### config.mk
export PLATFORM = sky130hd
export DESIGN_NAME = ise_sched
export DESIGN_NICKNAME = d
export VERILOG_FILES = /design/src/rtl/ise_sched.sv
export SDC_FILE = /design/constraint.sdc
export NUM_CORES = 1
export LEC_CHECK = 0
export BUFFER_PORTS_ARGS = -buffer_cell sky130_fd_sc_hd__buf_2
export CAP_MARGIN = 20
export CORE_UTILIZATION = 64
export CTS_CLUSTER_SIZE = 24
export DETAILED_ROUTE_END_ITERATION = 16
export HOLD_SLACK_MARGIN = 0.02
export PLACE_DENSITY = 0.93
export SYNTH_ARGS = -nofsm -noshare
export SYNTH_HDL_FRONTEND = slang
export SYNTH_SLANG_ARGS = --single-unit
### constraint.sdc
create_clock -name clk -period 6.1 [get_ports clk]
set_clock_uncertainty 0.2 [all_clocks]
set_input_delay 0.305 -clock clk [delete_from_list [all_inputs] [get_ports clk]]
set_output_delay 0.305 -clock clk [all_outputs]
set_load 0.01 [all_outputs]
### src/rtl/ise_sched.sv
// ise_sched: streams NUM_IMG images of PIX_PER_IMG pixels from ROM to the classifier and
// collects one {image, color} result per image. Define ISE_SCHED_TIMEOUT_EN for the busy watchdog.
module ise_sched #(
   parameter int unsigned NUM_IMG      = 32,
   parameter int unsigned PIX_PER_IMG  = 16384,
   parameter int unsigned BUSY_TIMEOUT = 4096
) (
   input  logic        clk,
   input  logic        reset,
   input  logic        start,
   output logic        rom_rd,
   output logic [18:0] rom_addr,
   input  logic [23:0] rom_data,
   input  logic        ise_busy,
   output logic        ise_pixel_valid,
   output logic [23:0] ise_pixel,
   output logic [4:0]  ise_image_index,
   input  logic        ise_out_valid,
   input  logic [1:0]  ise_color,
   input  logic [4:0]  ise_image_out,
   input  logic [4:0]  res_rd_addr,
   output logic [6:0]  res_rd_data,
   output logic        done,
   output logic        error
);

   localparam int unsigned IMG_W     = 5;
   localparam int unsigned PIX_W     = 14;
   localparam int unsigned RES_W     = 6;
   localparam int unsigned BUF_DEPTH = 32;

   typedef enum logic [2:0] {
      S_IDLE,
      S_FETCH,
      S_WAIT_HI,
      S_WAIT_LO,
      S_COLLECT,
      S_DONE
   } state_t;

   state_t           r_state;
   state_t           w_state_nxt;
   logic [IMG_W-1:0] r_img_cnt;
   logic [IMG_W-1:0] w_img_cnt_nxt;
   logic [PIX_W-1:0] r_pix_cnt;
   logic [PIX_W-1:0] w_pix_cnt_nxt;
   logic [RES_W-1:0] r_res_cnt;
   logic [RES_W-1:0] w_res_cnt_nxt;
   logic [IMG_W-1:0] r_img_idx;
   logic [IMG_W-1:0] w_img_idx_nxt;
   logic             r_pix_vld;
   logic             r_done;
   logic             w_rd;
   logic             w_res_wr;
   logic             w_start_ok;
   logic             w_timeout;
   logic [6:0]       r_buf [BUF_DEPTH];

`ifdef ISE_SCHED_TIMEOUT_EN
   localparam int unsigned TO_W = $clog2(BUSY_TIMEOUT + 1);

   logic [TO_W-1:0] r_to_cnt;
   logic            r_error;
   logic            w_in_wait;

   assign w_in_wait = (r_state == S_WAIT_HI) || (r_state == S_WAIT_LO);
   assign w_timeout = w_in_wait && (r_to_cnt == TO_W'(BUSY_TIMEOUT - 1));
   assign error     = r_error;

   // Watchdog restarts on every state change; error is sticky until the next accepted start.
   always_ff @(posedge clk or posedge reset) begin
      if (reset) begin
         r_to_cnt <= '0;
         r_error  <= 1'b0;
      end else begin
         if (!w_in_wait || (w_state_nxt != r_state)) r_to_cnt <= '0;
         else                                        r_to_cnt <= r_to_cnt + TO_W'(1);
         if (w_start_ok)     r_error <= 1'b0;
         else if (w_timeout) r_error <= 1'b1;
      end
   end
`else
   logic w_unused_timeout;

   assign w_unused_timeout = (BUSY_TIMEOUT == 0);
   assign w_timeout        = 1'b0;
   assign error            = 1'b0;
`endif

   always_comb begin
      w_state_nxt   = r_state;
      w_img_cnt_nxt = r_img_cnt;
      w_pix_cnt_nxt = r_pix_cnt;
      w_img_idx_nxt = r_img_idx;
      w_res_cnt_nxt = r_res_cnt;
      w_rd          = 1'b0;
      w_start_ok    = 1'b0;
      // Results are accepted in every active state until the buffer is full.
      w_res_wr      = ise_out_valid && (r_state != S_IDLE) && (r_state != S_DONE) &&
                      (r_res_cnt < RES_W'(NUM_IMG));

      case (r_state)
         S_IDLE: begin
            if (start) w_start_ok = 1'b1;
         end
         S_FETCH: begin
            if (!ise_busy) begin
               w_rd = 1'b1;
               if (r_pix_cnt == PIX_W'(PIX_PER_IMG - 1)) begin
                  w_pix_cnt_nxt = '0;
                  w_state_nxt   = S_WAIT_HI;
               end else begin
                  w_pix_cnt_nxt = r_pix_cnt + PIX_W'(1);
               end
            end
         end
         S_WAIT_HI: begin
            if (w_timeout)     w_state_nxt = S_DONE;
            else if (ise_busy) w_state_nxt = S_WAIT_LO;
         end
         S_WAIT_LO: begin
            if (w_timeout) begin
               w_state_nxt = S_DONE;
            end else if (!ise_busy) begin
               if (r_img_cnt == IMG_W'(NUM_IMG - 1)) begin
                  w_state_nxt = S_COLLECT;
               end else begin
                  w_img_cnt_nxt = r_img_cnt + IMG_W'(1);
                  w_img_idx_nxt = r_img_cnt + IMG_W'(1);
                  w_state_nxt   = S_FETCH;
               end
            end
         end
         S_COLLECT: begin
            if (r_res_cnt == RES_W'(NUM_IMG)) w_state_nxt = S_DONE;
         end
         S_DONE: begin
            if (start) w_start_ok = 1'b1;
         end
         default: w_state_nxt = S_IDLE;
      endcase

      if (w_res_wr) w_res_cnt_nxt = r_res_cnt + RES_W'(1);

      if (w_start_ok) begin
         w_state_nxt   = S_FETCH;
         w_img_cnt_nxt = '0;
         w_pix_cnt_nxt = '0;
         w_img_idx_nxt = '0;
         w_res_cnt_nxt = '0;
      end
   end

   always_ff @(posedge clk or posedge reset) begin
      if (reset) begin
         r_state   <= S_IDLE;
         r_img_cnt <= '0;
         r_pix_cnt <= '0;
         r_res_cnt <= '0;
         r_img_idx <= '0;
         r_pix_vld <= 1'b0;
         r_done    <= 1'b0;
      end else begin
         r_state   <= w_state_nxt;
         r_img_cnt <= w_img_cnt_nxt;
         r_pix_cnt <= w_pix_cnt_nxt;
         r_res_cnt <= w_res_cnt_nxt;
         r_img_idx <= w_img_idx_nxt;
         r_pix_vld <= w_rd;
         r_done    <= (w_state_nxt == S_DONE);
      end
   end

   // Result buffer has no reset; contents are only meaningful after results arrive.
   always_ff @(posedge clk) begin
      if (w_res_wr) r_buf[r_res_cnt[IMG_W-1:0]] <= {ise_image_out, ise_color};
   end

   assign rom_rd          = w_rd;
   assign rom_addr        = {r_img_cnt, r_pix_cnt};
   assign ise_pixel_valid = r_pix_vld;
   assign ise_pixel       = rom_data;
   assign ise_image_index = r_img_idx;
   assign res_rd_data     = r_buf[res_rd_addr];
   assign done            = r_done;

endmodule

**Word level (Yosys, flattened, before mapping)**

Memories as Yosys holds them, arrays and structs flattened.
Cells that the tools add are included.

- Output and inout bits: 59
- Register bits after elaboration: 30
- Memories kept: 1
- Bits in writable memories: 224

- Equal/unequal tests: 12
- Muxes and demuxes: 24
- $add $sub $neg: 3
- Reductions and logical operators: 11
- Order comparisons: 1

Memory list:

| name | depth | width | read ports | clocked after memory_dff | write ports | line | source |
|---|---|---|---|---|---|---|---|
| r_buf | 32 | 7 | 1 | 0 | 1 | 57 | `logic [6:0] r_buf [BUF_DEPTH];` |

Operator list:

| kind | number |
|---|---|
| 2-to-1 mux 14 bit | 4 |
| 2-to-1 mux 3 bit | 7 |
| 2-to-1 mux 5 bit | 4 |
| one-hot mux 3 bit (5 select lines) | 1 |
| adder 14 x 1 -> 14 bit (second input constant) | 1 |
| == test 14 bit (second input constant) | 1 |
| 2-to-1 mux 6 bit | 2 |
| == test 3 bit (second input constant) | 3 |
| adder 6 x 1 -> 6 bit (second input constant) | 1 |
| == test 3 x 2 -> 1 bit (second input constant) | 2 |
| == test 6 bit (second input constant) | 1 |
| < comparator 6 bit (second input constant) | 1 |
| 2-to-1 mux 1 bit | 6 |
| nonzero test 2 bit | 3 |
| adder 5 x 1 -> 5 bit (second input constant) | 1 |
| == test 5 bit (second input constant) | 1 |
| == test 3 x 1 -> 1 bit (second input constant) | 1 |
| logical AND 1 bit | 3 |
| logical NOT 3 bit | 1 |
| != test 3 bit (second input constant) | 1 |
| AND reduction 3 bit | 1 |
| nonzero test 3 bit | 1 |
| != test 2 x 1 -> 1 bit (second input constant) | 1 |
| != test 2 bit (second input constant) | 1 |
| other kinds (2) | 2 |

**Logic depth before layout (Yosys ltp)**

Gate-level depths: netlist of the first run.

- Depth in word-level cells: 6
- Depth in mapped cells: 8

**Worst setup path before layout of the first run**

No wires, ideal clock.

- Path kind: input port to output port
- Start point: input port res_rd_addr[2]
- End point: output port res_rd_data[0]
- Stages on the path: 5
- Setup slack: 3.550 ns
- Arrival time: 2.045 ns
- Path through: clkbuf_1 clkbuf_1 mux4_2 mux4_2 mux2_2

- Word-level cells in the longest chain between the ends: 1

RTL lines:

| what | line | source |
|---|---|---|
| start, declared | 21 | `input logic [4:0] res_rd_addr,` |
| memory (32 x 7 bit) | - |  |
| end, declared | 22 | `output logic [6:0] res_rd_data,` |

Every way passes these cells.

**Final worst setup path of the first run**

- Start point: input port res_rd_addr[1]
- End point: output port res_rd_data[5]

Same word-level chain as after synthesis.

==> results of run 1 <==
## power by group through the flow
stage	sequential [uW]	combinational, uW	clock, uW
3_5_place_dp	2110	433	0
6_report	2080	443	1600
5_1_grt	2090	480	1670
4_1_cts	2080	438	1610
3_3_place_gp	2100	407	0
2_1_floorplan	2070	324	0
## cell type report
class,count,area share
tap,216,0.02320
multi-input combinational,251,0.2287
clock inverter,15,0.01471
timing repair buffer,57,0.03029
inverter,8,0.002578
clock buffer,30,0.05875
sequential,254,0.6418
## per-stage QoR
stage | total power [uW] | worst slack (ns)
global route | 4244 | 2.893
CTS | 4127 | 2.746
detailed placement | 2543 | 2.813
finish | 4125 | 3.000
floorplan | 2399 | 3.550
global placement | 2506 | 2.816
## sequential cells by signal (all words and copies together), names as in the netlist
signal,count
r_pix_cnt,14
ise_pixel_valid,1
ise_image_index,5
r_res_cnt,6
done,1
r_buf,224
r_state,3
## placed cells by master (no fill, tap or decap), types with 3 or more instances in the layout
master / n
inv_1: 7
a21oi_1: 11
dfrtp_1: 30
mux2_2: 7
edfxtp_1: 224
clkbuf_8: 4
or4_1: 3
and3_1: 3
ha_1: 7
nand4_1: 4
nand3b_1: 3
xor2_1: 10
clkinvlp_4: 3
or3_1: 6
nand3_1: 9
nand2_1: 26
mux4_2: 70
dlygate4sd3_1: 3
buf_4: 3
bufinv_16: 3
and4_1: 3
buf_2: 49
o31ai_1: 6
nor2b_1: 4
o21ai_0: 6
and2_1: 3
nor2_1: 46
clkinv_2: 4
clkbuf_16: 25
## worst max path at each step
stage | end | depth (start not counted) | from | slack [ns]
6_report | res_rd_data[5] | 6 | res_rd_addr[1] | 3.00
5_1_grt | res_rd_data[4] | 6 | res_rd_addr[1] | 2.89
4_1_cts | res_rd_data[5] | 5 | res_rd_addr[1] | 2.75
3_5_place_dp | res_rd_data[3] | 5 | res_rd_addr[1] | 2.81
3_3_place_gp | res_rd_data[3] | 5 | res_rd_addr[1] | 2.82
2_1_floorplan | res_rd_data[0] | 5 | res_rd_addr[2] | 3.55
## per-layer routing
layer | routed length [um] | GRT usage | up-vias | part of all wire
met1 | 8872 | 0.4038 | 2824 | 0.39
met2 | 11380 | 0.4690 | 405 | 0.49
met4 | 680 | 0.09736 | 0 | 0.030
li1 | - | - | 2288 | -
met3 | 2110 | 0.04633 | 69 | 0.092
met5 | 0 | 0 | - | 0
## logic make-up (layout without fill, tap and decap cells)
kind of cell               Yosys count  count (layout)  share of synthesized area
muxes                               78              78                     0.1579
buffers and inverters               66             110                    0.03821
and+or+nand+nor                    116             116                    0.05316
adders and majority gates            7               7                   0.008306
xor gates and xnor gates            12              12                   0.009968
other                                1               1                  0.0003557
DFF                                254             254                     0.7091
AOI/OAI and AO/OA                   37              37                    0.02290
## timing repair
| item | CTS | global route |
|---|---|---|
| hold endpoints to repair | 36 | 0 |
| buffers inserted | 0 | 0 |
| hold buffers | 3 | 0 |
==> results.cfg, run 1 <==
[cells_and_area]
antenna_cells = 0
multi_input_area_um2 = 2664
seq_area_um2 = 7477
stdcell_area_um2 = 11650
instances_no_fill = 831
fin_nets = 645
drive_gt1_frac = 0.2862
final_util = 0.7281
area_growth_pct = 10.49
num-fill-cells = 902

[clocking]
clk_latency_ns = 0.53
cts.repair.resized = 0
cts_sinks = 254
cts.clk_slew.worst_paths_ns = 0.07
htreeDepth = 1
cts_buffer_depth = 3
cts_tree = done
cts-root-buf = clkbuf_16
cts_buffers = 25

[global_routing]
antenna_found_initial = 0
grt_pass1_wl_um = 34570
grt_pass1_vias = 5620
grt_overflow = 0
grt_usage = 0.2876
grt_max_degree = 57

[drt]
ant_nets = 0
routed_wl_um = 23040
wl_per_cell_um = 27.73
drt_iter0_markers = 621
vias_per_cell = 6.722
dr.pass1.iters = 7
vias = 5586
route.detailed.drc = 0

[placement]
placed_cell_area_um2 = 10700
io_buffers = 50
place_inst = 780
gp_congestion = 0.8490
dp_hpwl_um = 13760

[critical_path]
path_buf_inv = 3
worst-r2r-cell-count = 4
cp_top_family = multiplexers
cp.required_ns = 5.59
r2r_start = r_state[0]$_DFF_PP0_
slowest_stage = mux4_2
critPathMaxFanout = 35
start_kind = primary input
slowest_delay_ns = 0.59
critPathKind = primary input to output pin
reg2reg_to = r_buf[2][3]$_DFFE_PP_
r2r_slack_ns = 3.33
cp.arrival_ns = 2.59
endpoint_kind = output pin
crit_chain = buf_4, buf_16, mux4_2, mux4_2, mux2_2, buf_2
cp_common_cell = mux4_2

[timing]
tns_ns = 0
maxClockFrequency_ghz = 0.3226
holdWs_ns = 0.1142
worst_pin_slew_ns = 0.9591
fin_crit_ns = 3.100
rsz0062_at_grt = no
setup_viol_count_final = 0
maxSlewViolCount = 0
hold_viol = 0
relSlewSlack = 0.3583
finalCritPeriodShare = 0.5082

[logic_synthesis]
seq_area_frac_synth = 0.7091
synthTopCellsByCount = 224 x edfxtp_1, 70 x mux4_2, 46 x nor2_1
syn-cell-area_um2 = 10540
synth_warnings = 0
synthesis.nets = 619
synthCells = 571
syn_avg_cell_area_um2 = 18.47
synth_area_leader_cell = edfxtp_1
ys.flop_type = edfxtp_1
synthTopCellsByArea = edfxtp_1 64%, mux4_2 15%, dfrtp_1 7.1%, buf_4 2.1%, nor2_1 1.6%
async_flop_share = 0.1181
ys_ff_latch = 254
yosysUniqueCellTypes = 46
yosysTopAreaCellShare = 0.6379
synth_edf_count = 224
yosysMostFrequentCell = edfxtp_1

[floorplanning]
rows = 46
fp.dieArea_um2 = 16990
die_w_um = 130.4
boundaryPins = 100
die_h_um = 130.4
start_util = 0.6590
design.core.area_um2 = 16000

[hold_path]
hp-start = ise_image_out[1]
hold_end = r_buf[17][3]$_DFFE_PP_
whs_path_depth = 1
min_path_type = primary input to flop

[power]
pwr-share-clk = 0.389
comb_power_share = 0.107
switchingPower_uw = 1023
p_leak_uw = 0.003984
power_frac_seq = 0.504
ir_drop_mv = 0.2210
p_per_area_nw_per_um2 = 354.1
sw_frac_of_total = 0.2480
internal_power_uw = 3102

[outcome]
status = finished clean

[flow_run]
cap_violations = 0
No activity file was read; power rests on OpenSTA's default activity.
==> run 2: changes to the inputs <==
--- a/config.mk
+++ b/config.mk
@@ -7,11 +7,11 @@
 export LEC_CHECK = 0
 export BUFFER_PORTS_ARGS = -buffer_cell sky130_fd_sc_hd__buf_2
 export CAP_MARGIN = 20
-export CORE_UTILIZATION = 64
+export CORE_UTILIZATION = 53
 export CTS_CLUSTER_SIZE = 24
 export DETAILED_ROUTE_END_ITERATION = 16
 export HOLD_SLACK_MARGIN = 0.02
-export PLACE_DENSITY = 0.93
+export PLACE_DENSITY = 0.83
 export SYNTH_ARGS = -nofsm -noshare
 export SYNTH_HDL_FRONTEND = slang
 export SYNTH_SLANG_ARGS = --single-unit
==> constraint.sdc (replaced) <==
create_clock -name clk -period 2.55 [get_ports clk]
set_clock_uncertainty 0.2 [all_clocks]
set_input_delay 0.1275 -clock clk [delete_from_list [all_inputs] [get_ports clk]]
set_output_delay 0.1275 -clock clk [all_outputs]
set_load 0.01 [all_outputs]
==> run 2 against run 1 <==
The flow now finishes with violations (negative setup slack). Final cell count up 12%. Hold slack lost 0.068 ns. Critical path depth decreased by 2. Combinational power grew to 2.8 times the previous value. Largest cell class unchanged. Largest power group unchanged.
==> results.cfg, run 2 (same netlist as run 1, synthesis figures left out) <==
[hold_path]
min_path_type = primary input to asynchronous set/reset pin

[power]
p_leak_uw = 0.004280
ir_drop_mv = 0.4539
p_per_area_nw_per_um2 = 821.7
finalPower_uw = 10020

[critical_path]
critPathKind = flop to output pin
path_buf_inv = 1
cp.required_ns = 2.22
worst-r2r-cell-count = 5
critPathMaxFanout = 1
cp_top_family = multiplexers
slowest_stage = mux4_2
crit_cells = 4
setup.worst_path.start = r_buf[31][3]$_DFFE_PP_
r2r_start = r_state[2]$_DFF_PP0_
start_kind = flop
reg2reg_to = r_buf[17][2]$_DFFE_PP_
cp_common_cell = mux4_2
setup.worst_path.end = res_rd_data[3]
crit_chain = mux4_2, mux4_2, mux2_4, buf_6
r2r_slack_ns = 0.25
cp.arrival_ns = 2.46
endpoint_kind = output pin
slowest_delay_ns = 0.55

[placement]
io_buffers = 50
place_inst = 870
dp_hpwl_um = 14050
placed_cell_area_um2 = 11110
dp_slack_ns = 0.08611
gp_congestion = 0.8295

[drt]
routed_wl_um = 23040
wl_per_cell_um = 24.77
ant_nets = 0
dr.pass1.iters = 5
vias = 5532
vias_per_cell = 5.948
drt_iter0_markers = 501
route.detailed.drc = 0

[global_routing]
grt_usage = 0.2318
grt_max_degree = 33
grt_overflow = 0
grt_pass1_vias = 5637
antenna_found_initial = 0
grt_pass1_wl_um = 34440

[cells_and_area]
largest_reg_flops = 224
antenna_cells = 0
fin_nets = 693
drive_gt1_frac = 0.3158
instances_no_fill = 930
area_growth_pct = 15.60
stdcell_area_um2 = 12190
final_cell_mix = 224 x edfxtp_1, 70 x mux4_2, 46 x nor2_1, 42 x buf_2, 40 x buf_4
final_common_cell = edfxtp_1

[clocking]
htreeDepth = 1
cts_buffers = 26
cts_tree = done
clk_latency_ns = 0.51
cts.clk_slew.worst_paths_ns = 0.06
cts_sinks = 254
cts_buffer_depth = 3
cts-root-buf = clkbuf_16

[outcome]
status = finished, violations left
violations = negative setup slack

[floorplanning]
boundaryPins = 100
start_util = 0.5418
design.core.area_um2 = 19460
die_w_um = 143.0
rows = 51
die_h_um = 143.0
fp.dieArea_um2 = 20460

[timing]
fin_crit_ns = 2.787
hold_viol = 0
setup_ws_ns = -0.2368
maxClockFrequency_ghz = 0.3588
setup_viol_count_final = 7
tns_ns = -0.8485
finalCritPeriodShare = 1.093
relSlewSlack = 0.5528
rsz0062_at_grt = yes
maxSlewViolCount = 0
worst_pin_slew_ns = 0.6651

[flow_run]
cap_violations = 0
## run 2: how the worst min path moves through the flow
stage	start	endpoint	slack (ns)	depth (start not counted)
after floorplan	reset	done$_DFF_PP0_	0.02	1
after global placement	reset	r_pix_cnt[2]$_DFFE_PP0P_	0.008	3
after detailed placement	reset	r_pix_cnt[1]$_DFFE_PP0P_	0.03	3
after CTS	reset	r_pix_cnt[2]$_DFFE_PP0P_	0.05	4
after global routing	rom_data[21]	ise_pixel[21]	0.06	0
final	reset	r_pix_cnt[2]$_DFFE_PP0P_	0.05	4
## run 2: metrics by stage
| stage | utilization | hold WS, ns |
|---|---|---|
| 4_1_cts | 0.6260 | 0.04553 |
| 2_1_floorplan | - | 0.01831 |
| 6_report | 0.6263 | 0.04635 |
| 3_5_place_dp | 0.5707 | 0.03364 |
| 3_3_place_gp | 0.5707 | 0.008007 |
| 5_1_grt | 0.6263 | 0.05502 |
## run 2: repair_timing
action,4_1_cts,5_1_grt
endpoints found under the setup margin,7,13
cloned,0,0
hold buffers,12,0
hold endpoints to repair,262,0
resized for setup,14,2
setup buffers,0,0
## run 2: final cells by class
cell class	instances	area, um2
well taps	265	331.6
repair buffers	104	769.5
clock inverters	16	191.4
flip-flops and latches	254	7478
inverters	8	30.03
multi-input cells	251	2694
clock buffers	32	694.4
fillers	1293	7273
## run 2: power by group
part / total [uW] / internal (uW) / leakage [uW] / switching [uW]
Combinational: 1220 / 507 / 0.00143 / 718
Sequential: 4930 / 4790 / 0.00242 / 144
Clock: 3860 / 2350 / 0.000429 / 1510
Total: 10000 / 7640 / 0.00428 / 2370
## run 2: worst reg2reg max path, delay by kind of cell (launching register included)
family                    cells  cell delay (ns)
AOI/OAI and AO/OA             1             0.31
xor gates and xnor gates      1             0.27
buffers and inverters         1             0.22
DFF                           1             0.51
and+or+nand+nor               2             0.49
## run 2: per-layer routing
layer,GRT usage,part of all wire
met5,0,0
met4,0.07131,0.032
met3,0.04997,0.083
met2,0.3920,0.50
met1,0.3012,0.38
==> run 3: changes to the inputs <==
--- a/config.mk
+++ b/config.mk
@@ -12,6 +12,7 @@
 export DETAILED_ROUTE_END_ITERATION = 16
 export HOLD_SLACK_MARGIN = 0.02
 export PLACE_DENSITY = 0.83
+export SLEW_MARGIN = 15
 export SYNTH_ARGS = -nofsm -noshare
 export SYNTH_HDL_FRONTEND = slang
 export SYNTH_SLANG_ARGS = --single-unit
==> constraint.sdc (replaced) <==
create_clock -name clk -period 2.55 [get_ports clk]
set_clock_uncertainty 0.2 [all_clocks]
set_input_delay 0.3825 -clock clk [delete_from_list [all_inputs] [get_ports clk]]
set_output_delay 0.3825 -clock clk [all_outputs]
set_load 0.01 [all_outputs]
==> run 3 against run 2 <==
The run still ends with negative setup slack left. Non-clock buffer count is 5 lower. Sequential share of layout area is 0.39 points higher. Sequential power is 0.8% higher. Fmax is 6.2% lower. Global-route usage is 0.87 points higher. Highest routed layer unchanged.
==> results.cfg, run 3 (same netlist as run 1, synthesis figures left out) <==
[placement]
gp_congestion = 0.8002
placed_cell_area_um2 = 11190
io_buffers = 50
dp_hpwl_um = 14810

[cells_and_area]
seq_area_um2 = 7478
final_common_cell = edfxtp_1
final_util = 0.6224
num-fill-cells = 1298
multi_input_area_um2 = 2700
stdcell_area_um2 = 12110
fin_nets = 688
area_growth_pct = 14.88
drive_gt1_frac = 0.3267
final_cell_mix = 224 x edfxtp_1, 70 x mux4_2, 42 x nor2_1, 42 x buf_2, 40 x buf_4
largest_reg_flops = 224

[floorplanning]
rows = 51
die_w_um = 143.0
start_util = 0.5418
design.core.area_um2 = 19460
fp.dieArea_um2 = 20460
die_h_um = 143.0
boundaryPins = 100

[critical_path]
path_buf_inv = 1
endpoint_kind = output pin
cp.required_ns = 1.97
crit_chain = mux4_2, mux4_2, mux2_4, buf_6
critPathKind = flop to output pin
cp_top_family = multiplexers
start_kind = flop
slowest_delay_ns = 0.57
cp_common_cell = mux4_2
cp.arrival_ns = 2.39
slowest_stage = mux4_2
r2r_start = r_state[0]$_DFF_PP0_
reg2reg_to = r_buf[31][1]$_DFFE_PP_
r2r_slack_ns = 0.10
critPathMaxFanout = 2
worst-r2r-cell-count = 3

[timing]
setup_viol_count_final = 7
worst_pin_slew_ns = 0.9637
tns_ns = -2.619
rsz0062_at_grt = yes
hold_viol = 0
setup_ws_ns = -0.4201
finalCritPeriodShare = 1.165
relSlewSlack = 0.3576
fin_crit_ns = 2.970
maxSlewViolCount = 0
maxClockFrequency_ghz = 0.3367

[power]
sw_frac_of_total = 0.2420
ir_drop_mv = 0.4201
comb_power_share = 0.121
p_per_area_nw_per_um2 = 807.9
finalPower_uw = 9786
p_leak_uw = 0.004251
switchingPower_uw = 2368
pwr-share-clk = 0.372
power_frac_seq = 0.508
internal_power_uw = 7417

[drt]
routed_wl_um = 23350
ant_nets = 0
dr.pass1.iters = 4
drt_iter0_markers = 485
vias = 5650
wl_per_cell_um = 25.27
route.detailed.drc = 0
vias_per_cell = 6.115

[outcome]
violations = negative setup slack
status = finished, violations left

[hold_path]
hp-start = ise_busy
hold_end = r_state[0]$_DFF_PP0_
whs_path_depth = 4
min_path_type = primary input to flop

[clocking]
cts_buffer_depth = 3
cts_sinks = 254
htreeDepth = 1
cts_tree = done
cts_buffers = 26
cts-root-buf = clkbuf_16
cts_setup_buffers = 0
cts.clk_slew.worst_paths_ns = 0.06
clk_latency_ns = 0.52

[global_routing]
grt_usage = 0.2405
grt_max_degree = 33
antenna_found_initial = 1
grt_overflow = 0
grt_pass1_wl_um = 35420
grt_pass1_vias = 5915

[flow_run]
cap_violations = 0
[run 3: cell count changes in the layout (fill, tap and decap cells not counted), sizes merged]
cell,delta
dlygate4sd3,-9
buf,+4
clkbuf,+2
clkinv,-2
diode,+1
bufinv,-2
[run 3: final cells by class]
type                       count  share of cell area
multi-input combinational    251              0.2229
timing repair buffer          99             0.06270
clock buffer                  34             0.05795
inverter                       8            0.002479
antenna                        1           0.0002066
tap                          265             0.02737
sequential                   254              0.6174
clock inverter                12            0.008987
[run 3: per-layer routing]
layer	global-route usage	wire, um	up-vias
met5	0	0	-
met4	0.07980	634	0
met3	0.05567	2094	71
met2	0.4000	11810	327
met1	0.3136	8808	2881
li1	-	-	2371
[run 3: what timing repair did]
action / in CTS / in global routing
hold endpoints to repair: 32 / 0
cloned: 0 / 0
gates resized for setup: 17 / 2
setup endpoints to repair: 21 / 29
hold buffers: 3 / 0
[run 3: through the flow]
stage / hold slack (ns) / setup WS, ns / instances
final: 0.08271 / -0.4201 / 924
after global routing: 0.1039 / -0.4559 / 923
after CTS: 0.07223 / -0.4170 / 923
after detailed placement: 0.2951 / -0.3219 / 874
after global placement: 0.2657 / -0.3181 / 874
after floorplan: 0.2733 / 0.01742 / 571
[run 3: power by group through the flow]
stage	combinational (uW)	sequential (uW)	clock, uW
after floorplan	776	4960	0
after global placement	1080	5020	0
after detailed placement	1130	5040	0
after CTS	1180	4960	3680
after global routing	1280	4990	3850
final	1180	4970	3640
[run 3: worst max-delay path by stage]
stage	endpoint	depth (start not counted)	slack (ns)	startpoint
6_report	res_rd_data[0]	4	-0.42	r_buf[1][0]$_DFFE_PP_
5_1_grt	res_rd_data[4]	4	-0.46	r_buf[28][4]$_DFFE_PP_
4_1_cts	res_rd_data[4]	4	-0.42	r_buf[28][4]$_DFFE_PP_
3_5_place_dp	res_rd_data[4]	6	-0.32	res_rd_addr[1]
3_3_place_gp	res_rd_data[0]	6	-0.32	res_rd_addr[1]
2_1_floorplan	res_rd_data[0]	5	0.02	res_rd_addr[1]
[run 3: tightest hold or removal path, delay by kind of cell]
family / cells / cell delay, ns
and+or+nand+nor: 1 / 0.06
AOI/OAI and AO/OA: 2 / 0.21
buffers and inverters: 1 / 0.11
